===== src/rtl/clk_div_bank.sv =====
// clk_div_bank: bank of NCH programmable clock dividers with shadowed config, per-channel enable and global phase sync
module clk_div_bank #(
  parameter int NCH          = 4,
  parameter int W            = 30,
  parameter int DIV_DEFAULT  = 50000000,
  parameter int HIGH_DEFAULT = 25000000
) (
  input  logic           clk,
  input  logic           reset,
  input  logic [NCH-1:0] en,
  input  logic           sync,
  input  logic           cfg_we,
  input  logic [3:0]     cfg_ch,
  input  logic [W-1:0]   cfg_div,
  input  logic [W-1:0]   cfg_high,
  output logic [NCH-1:0] q,
  output logic [NCH-1:0] tick,
  output logic [NCH-1:0] pending
);
  for (genvar g = 0; g < NCH; g++) begin : ch
    logic [W-1:0] cnt, div_act, high_act, div_sh, high_sh;
    logic [W-1:0] per, n_div, n_high, n_per, n_hi, n_cnt;
    logic         wrap, restart, apply, we, q_r, tick_r, pend_r;
    // q and tick are computed from the next count and next config so they stay aligned with cnt
    always_comb begin
      per     = div_act < W'(2) ? W'(2) : div_act;
      wrap    = cnt >= per - W'(1);
      restart = ~en[g] | sync | wrap;
      apply   = pend_r & restart;
      n_div   = apply ? div_sh : div_act;
      n_high  = apply ? high_sh : high_act;
      n_per   = n_div < W'(2) ? W'(2) : n_div;
      n_hi    = n_high > n_per ? n_per : n_high;
      n_cnt   = restart ? '0 : cnt + W'(1);
      we      = cfg_we && cfg_ch == 4'(g);
    end
    always_ff @(posedge clk or posedge reset) begin
      if (reset) begin
        cnt      <= '0;
        div_act  <= W'(DIV_DEFAULT);
        high_act <= W'(HIGH_DEFAULT);
        div_sh   <= W'(DIV_DEFAULT);
        high_sh  <= W'(HIGH_DEFAULT);
        pend_r   <= 1'b0;
        q_r      <= 1'b0;
        tick_r   <= 1'b0;
      end else begin
        cnt      <= n_cnt;
        div_act  <= n_div;
        high_act <= n_high;
        if (we) begin
          div_sh  <= cfg_div;
          high_sh <= cfg_high;
        end
        pend_r   <= we | (pend_r & ~apply);
        q_r      <= en[g] & (n_cnt >= n_per - n_hi);
        tick_r   <= en[g] & (n_cnt == '0);
      end
    end
    assign q[g]       = q_r;
    assign tick[g]    = tick_r;
    assign pending[g] = pend_r;
  end
endmodule


===== config.mk =====
export PLATFORM = sky130hd
export DESIGN_NAME = clk_div_bank
export DESIGN_NICKNAME = d
export VERILOG_FILES = /design/src/rtl/clk_div_bank.sv
export SDC_FILE = /design/constraint.sdc
export NUM_CORES = 2
export LEC_CHECK = 0
export ABC_CLOCK_PERIOD_IN_PS = 23600
export CAP_MARGIN = 15
export CORE_UTILIZATION = 45
export CTS_CLUSTER_SIZE = 24
export DETAILED_ROUTE_END_ITERATION = 7
export GPL_TIMING_DRIVEN = 0
export PLACE_DENSITY = 0.58
export SETUP_SLACK_MARGIN = 0.1
export SLEW_MARGIN = 20
export SYNTH_ARGS = -nofsm -noshare
export SYNTH_HDL_FRONTEND = slang
export SYNTH_SLANG_ARGS = --single-unit

===== constraint.sdc =====
create_clock -name clk -period 23.6 [get_ports clk]
set_clock_uncertainty 0.15 [all_clocks]
set_input_delay 4.72 -clock clk [delete_from_list [all_inputs] [get_ports clk]]
set_output_delay 4.72 -clock clk [all_outputs]
set_load 0.01 [all_outputs]

==> flow_summary_export.csv <==
group,metric,value,unit
setup_path,path_class,"input pin to register",
die,core,0.0956,mm^2
cells_and_area,fin_util,51.2,%
cells_and_area,design_area,0.0489,mm^2
global_routing,grt_pass1_wl,199000,um
logic_synthesis,ys_seq_elements,612,
timing,tightest_slew,1.11,ns
place,numPortBuffers,83,
place,dp_hpwl,103000,um
die,die_h,314,um
routing,via_per_inst,5.68,
die,start_util,45.7,%
cts,hold_buffers,0,
timing,report.final.slew_viol_count,0,
power,powerDensity,159,mW/mm^2
routing,first_iter_violations,2253,
timing,hold_viol,0,
cts,cts_setup_buffers,0,
place,placedInstanceArea,0.0464,mm^2
logic_synthesis,synth_edf_count,0,
cells_and_area,drive_gt1_share,21.7,%
timing,fin_crit_sh,62.7,%
setup_path,crit_fanout,10,
setup_path,worstPathArrival,15.18,ns
logic_synthesis,synth.area.top_cells,"dfrtp_1, ha_1, mux2_2, dfstp_2, xnor2_1",
timing,fmax,67.6,MHz
routing,totalWireLength,130000,um
cells_and_area,antenna_cells,0,
place,dp_slack,8.05,ns
cts,cts_sinks,612,
power,p_leak,22.5,nW
cells_and_area,nNetsFinal,4973,
setup_path,worst_path_most_repeated_cell,"ha_1",
global_routing,grt_pass1_vias,32300,
cts,clk_latency,0.65,ns
die,rows,113,
cells_and_area,stdcell_count,5738,
run,max-cap-violations,0,
timing,slew_headroom,25.7,%
cts,ctsResizeCount,0,
cts,cts_buffer_depth,3,
timing,worst_slack,8.81,ns
routing,wire_per_inst,22.7,um
run_status,status,"completed",
timing,post-route-min-period,14.79,ns
die,die_area,0.0984,mm^2
die,chipWidth,314,um
routing,first_pass_iters,5,
cts,cts_buffers,73,
setup_path,crit_path_end_kind,"register",
cts,cts_tree,"built",
cells_and_area,area_delta_synth_final,11.8,%
timing,rsz0062_at_grt,"no",
global_routing,grt_max_degree,100,
timing,setup_viol,0,
cts,htreeDepth,3,
cts,path_clk_slew,0.06,ns
global_routing,antenna_found_initial,11,
global_routing,grt_overflow,0,
logic_synthesis,synth_nets,4807,
place,gp_congestion,0.896,
power,ir_drop,0.000112,V
logic_synthesis,yosysSeqAreaShare,35.6,%
global_routing,grt_usage,26.7,%
setup_path,crit_family,"compound AO/OA/AOI/OAI gates",
setup_path,path_buf_inv,4,
setup_path,slowest_delay,0.99,ns
routing,dr_total_vias,32600,
logic_synthesis,yosys.area.top_type,"dfrtp_1",
place,dp_cells,5603,
logic_synthesis,synth.distinct_cells,99,
setup_path,worst_path_max_delay_cell,"clkdlybuf4s50_1",
cts,cts_root_buffer,"clkbuf_16",
logic_synthesis,ys.flop_type,"dfrtp_1",
logic_synthesis,yosysTopAreaCellShare,24.0,%
setup_path,worstPathRequired,23.98,ns
worst_hold_path,worstHoldPathType,"register to register",
routing,route.detailed.drc,0,
logic_synthesis,postSynthAreaPerCell,10.3,um^2
routing,antenna_left,0,
logic_synthesis,synth_area,0.0437,mm^2
power,total_power,0.00777,W
logic_synthesis,synth_warnings,0,
setup_path,startpoint_type,"input pin",
logic_synthesis,synthArstFlopShare,100,%
die,design.portCount,84,
logic_synthesis,netlist_instances,4247,
==> layout make-up <==
class / instances / area [um^2]
fill: 8820 / 46700
multi-input combinational: 3268 / 26600
sequential: 612 / 15600
clock buffer: 103 / 2210
tap: 1265 / 1580
timing repair buffer: 91 / 1030
inverter: 249 / 942
buffer: 118 / 648
clock inverter: 32 / 332
==> cells in the final DEF (no fill, tap or decap), types with 27 or more instances in the layout <==
cell type,instances
o21ai_0,150
xor2_1,141
a31oi_1,27
mux2_2,454
or3_1,29
nor2_1,283
a21oi_1,171
nand3_1,92
clkbuf_16,79
dfstp_2,192
nand4_1,111
ha_1,484
nor3_1,96
buf_2,33
inv_1,228
nor2b_1,39
clkdlybuf4s50_1,83
clkbuf_1,56
mux2i_1,134
nand2_1,190
mux2_4,28
nor4_1,64
o21a_1,57
xnor2_1,193
a21o_1,133
dfrtp_1,420
and3_1,35
nand2b_1,43
==> Yosys cell counts, types with 14 or more instances <==
cell	count
nand2_1	190
buf_2	33
clkbuf_1	46
buf_4	17
ha_1	484
nor4_1	64
a21o_1	133
o21a_1	57
or2_2	14
nand3_1	92
inv_2	20
nor3_1	97
and3_1	35
mux2i_2	17
and4_1	19
nor2b_1	39
a31oi_1	27
nand2b_1	43
a211oi_1	16
o21bai_1	20
dfrtp_1	420
a21oi_1	171
and2_1	21
o21ai_0	150
mux2_2	454
xor2_1	141
mux2_4	28
mux2i_1	134
xnor2_1	193
o211ai_1	19
or3_1	29
nor2_1	283
nand4_1	111
dfstp_2	192
inv_1	229
==> kinds of logic (layout without fill, tap and decap cells) <==
| group | Yosys count | in the layout | share of synthesized area, % |
|---|---|---|---|
| AO/OA/AOI/OAI | 713 | 713 | 10.7 |
| XOR/XNOR | 334 | 334 | 6.69 |
| adder cells (fa/ha/maj) | 488 | 488 | 14.0 |
| buffers and inverters | 367 | 593 | 3.62 |
| flip-flops | 612 | 612 | 35.6 |
| multiplexers | 634 | 634 | 16.3 |
| AND/OR/NAND/NOR | 1099 | 1099 | 13.1 |
==> metal layers <==
layer / vias to the layer above / global-route usage (%) / part of all wire [%]
met4: 8 / 8.02 / 2.8
met3: 167 / 3.98 / 5.2
met5: - / 0 / 0.039
met1: 15900 / 39.0 / 49
met2: 681 / 40.6 / 43
li1: 15800 / - / -
==> power by group <==
group | switching (W) | total [W] | internal (W)
clock network | 0.000488 | 0.00120 | 0.000711
logic | 0.00280 | 0.00492 | 0.00212
registers | 0.000266 | 0.00165 | 0.00138
total | 0.00356 | 0.00777 | 0.00421
==> final timing paths <==
check	cells past startpoint	slack [ns]	from	end
max in group asynchronous	6	17.01	reset	ch[1].cnt[22]
worst max register to register	49	9.73	ch[1].div_act[16]	ch[1].q_r
worst min-delay path	1	0.35	ch[3].high_sh[15]	ch[3].high_sh[15]
min in group asynchronous	2	4.23	reset	ch[2].cnt[24]
worst max-delay path	34	8.81	sync	ch[0].q_r
worst min register to register	1	0.35	ch[3].high_sh[15]	ch[3].high_sh[15]
==> metrics by stage <==
| step | setup TNS [ns] | hold slack [ns] |
|---|---|---|
| 5_1_grt | 0 | 0.360 |
| 2_1_floorplan | 0 | 0.321 |
| 6_report | 0 | 0.350 |
| 3_3_place_gp | -2719.63 | 0.334 |
| 3_5_place_dp | 0 | 0.337 |
| 4_1_cts | 0 | 0.351 |
==> worst reg2reg max path, delay by kind of cell, from the launching register on <==
| kind | cells | cell delay (ns) |
|---|---|---|
| XOR/XNOR | 2 | 0.36 |
| buffers and inverters | 3 | 1.32 |
| adder cells (fa/ha/maj) | 5 | 1.51 |
| AND/OR/NAND/NOR | 15 | 4.14 |
| AO/OA/AOI/OAI | 22 | 4.89 |
| flip-flops | 1 | 0.45 |
| multiplexers | 2 | 0.87 |
==> registers in the layout, indices dropped and copies added, names as in the netlist <==
register and cells:
ch.cnt 120, ch.div_act 120, ch.div_sh 120, ch.high_act 120, ch.high_sh 120, ch.pend_r 4, ch.q_r 4, ch.tick_r 4
(Power assumes the default switching activity.)
==> RTL edit: new RTL, config.mk and constraints unchanged <==
Change the parameter `NCH` from 4 to 6.
--- a/src/rtl/clk_div_bank.sv
+++ b/src/rtl/clk_div_bank.sv
@@ -1,5 +1,5 @@
 // clk_div_bank: bank of NCH programmable clock dividers with shadowed config, per-channel enable and global phase sync
 module clk_div_bank #(
-  parameter int NCH          = 4,
+  parameter int NCH          = 6,
   parameter int W            = 30,
   parameter int DIV_DEFAULT  = 50000000,
Ports: changed (resized en, pending, q and tick); port bits go from 84 to 92. The function was not compared with the original's and may differ.
==> RTL edit against the original RTL <==
  * The run now ends with design-rule violations left
  * Cell area is 50% higher
  * Sequential cell count is 306 higher
  * Sequential power is 44% higher
  * Worst setup slack worse by 260 ps
  * Core utilization is 0.36 points lower
  * Total power is 34% higher
  * Non-clock buffer count is 98 higher
  * Wire length is 49% higher
  * Hold slack better by 2.0 ps
  * Area after synthesis is 50% higher
  * Largest cell class unchanged
==> RTL edit: results (changes against the original RTL) <==
stage	metric	value	unit	change
placed_design	area post-placement	69430	µm²	+50%
route	Pre-antenna DRT Iters	8		+3
placed_design	buffers added on ports	90		+8.4%
timing	Rel. slew slack	15.83	%	-9.9 points
global_route	largest net degree at the start of global routing	36		-64%
route	drt via density	5.727		+0.79%
setup_path	cell family with the largest share of critical-path delay	simple AND/OR/NAND/NOR gates		
run_status	failing checks	design-rule violations		
power	Switching Share	43.78	%	-2.0 points
clocking	CTS Buf Count	106		+45%
finish	fraction of layout cells with a size suffix above 1	23.06	%	+1.3 points
global_route	initial antenna violation count	15		+4
global_route	first-pass GRT wire length	296400	µm	+49%
yosys	post-synth top area share	24.09	%	+0.045 points
yosys	syn nets	7130		+48%
placed_design	pre-CTS setup slack	8212	ps	+161.4 ps
placed_design	Final HPWL DP	150200	µm	+46%
finish	nets	7362		+48%
run_status	status	complete, but fails checks		
global_route	vias in the first global route	48520		+50%
route	final WL	194700	µm	+49%
yosys	Yosys cell types	103		+4.0%
yosys	sequential area share after synthesis	35.65	%	+0.066 points
route	DRC Markers	18		+18
yosys	synth top area cells	dfrtp_1 24%, mux2_2 15%, ha_1 14%		
## RTL edit: kinds of logic (layout without fill, tap and decap cells)
| kind of cell | after synthesis | count (layout) | synth area share, % |
|---|---|---|---|
| simple gates | 1664 | 1664 | 13.14 |
| mux | 1041 | 1041 | 17.67 |
| compound gates | 997 | 997 | 9.785 |
| flops | 918 | 918 | 35.65 |
| fa+ha+maj | 732 | 732 | 14.06 |
| xor+xnor | 500 | 500 | 6.690 |
| buf+inv | 472 | 797 | 3.007 |
| other cells | 0 | 10 | 0 |
## RTL edit: final cells by class
type	instances	area, µm²	share of cell area [%]
tap	1903	2381	3.255
clock buffer	158	3123	4.269
antenna	10	25.02	0.03421
clock inverter	43	569.3	0.7783
buffer	183	883.3	1.208
sequential	918	23330	31.90
multi-input combinational	4934	40170	54.91
timing repair buffer	124	1579	2.159
inverter	289	1089	1.488
## RTL edit: worst paths after layout
check	slack, ps	start	cells after the start	to
hold / removal	350	ch[0].high_sh[1]	1	ch[0].high_sh[1]
setup / recovery	8550	ch[4].div_act[22]	61	ch[4].q_r
hold reg to reg	350	ch[0].high_sh[1]	1	ch[0].high_sh[1]
max in group asynchronous	16510	reset	12	ch[5].high_act[11]
setup reg to reg	8550	ch[4].div_act[22]	61	ch[4].q_r
min in group asynchronous	4140	reset	2	ch[1].tick_r
## RTL edit: through the flow
stage	setup TNS, ps	hold slack [ps]	std cells	total power, mW
2_1_floorplan	0	307.6	6324	7.074
3_3_place_gp	-7370	321.8	8317	8.504
3_5_place_dp	0	333.3	8351	8.638
4_1_cts	0	349.1	8552	10.46
5_1_grt	0	363.3	8552	11.34
6_report	0	352.3	8562	10.41
## RTL edit: layer usage
metal	GRT usage, %	up-vias	share of wire, %
met5	0	-	0.0067
met4	8.330	2	3.0
met3	4.438	243	6.0
met2	41.93	1043	45
met1	36.85	24188	46
li1	-	23560	-
## RTL edit: power by group through the flow
stage               combinational [mW]  clock (mW)  sequential (mW)
finish                            6.28        1.75             2.38
global route                      7.06        1.85             2.43
CTS                               6.29        1.79             2.38
detailed placement                6.23           0             2.41
global placement                  6.10           0             2.40
floorplan                         4.80           0             2.27
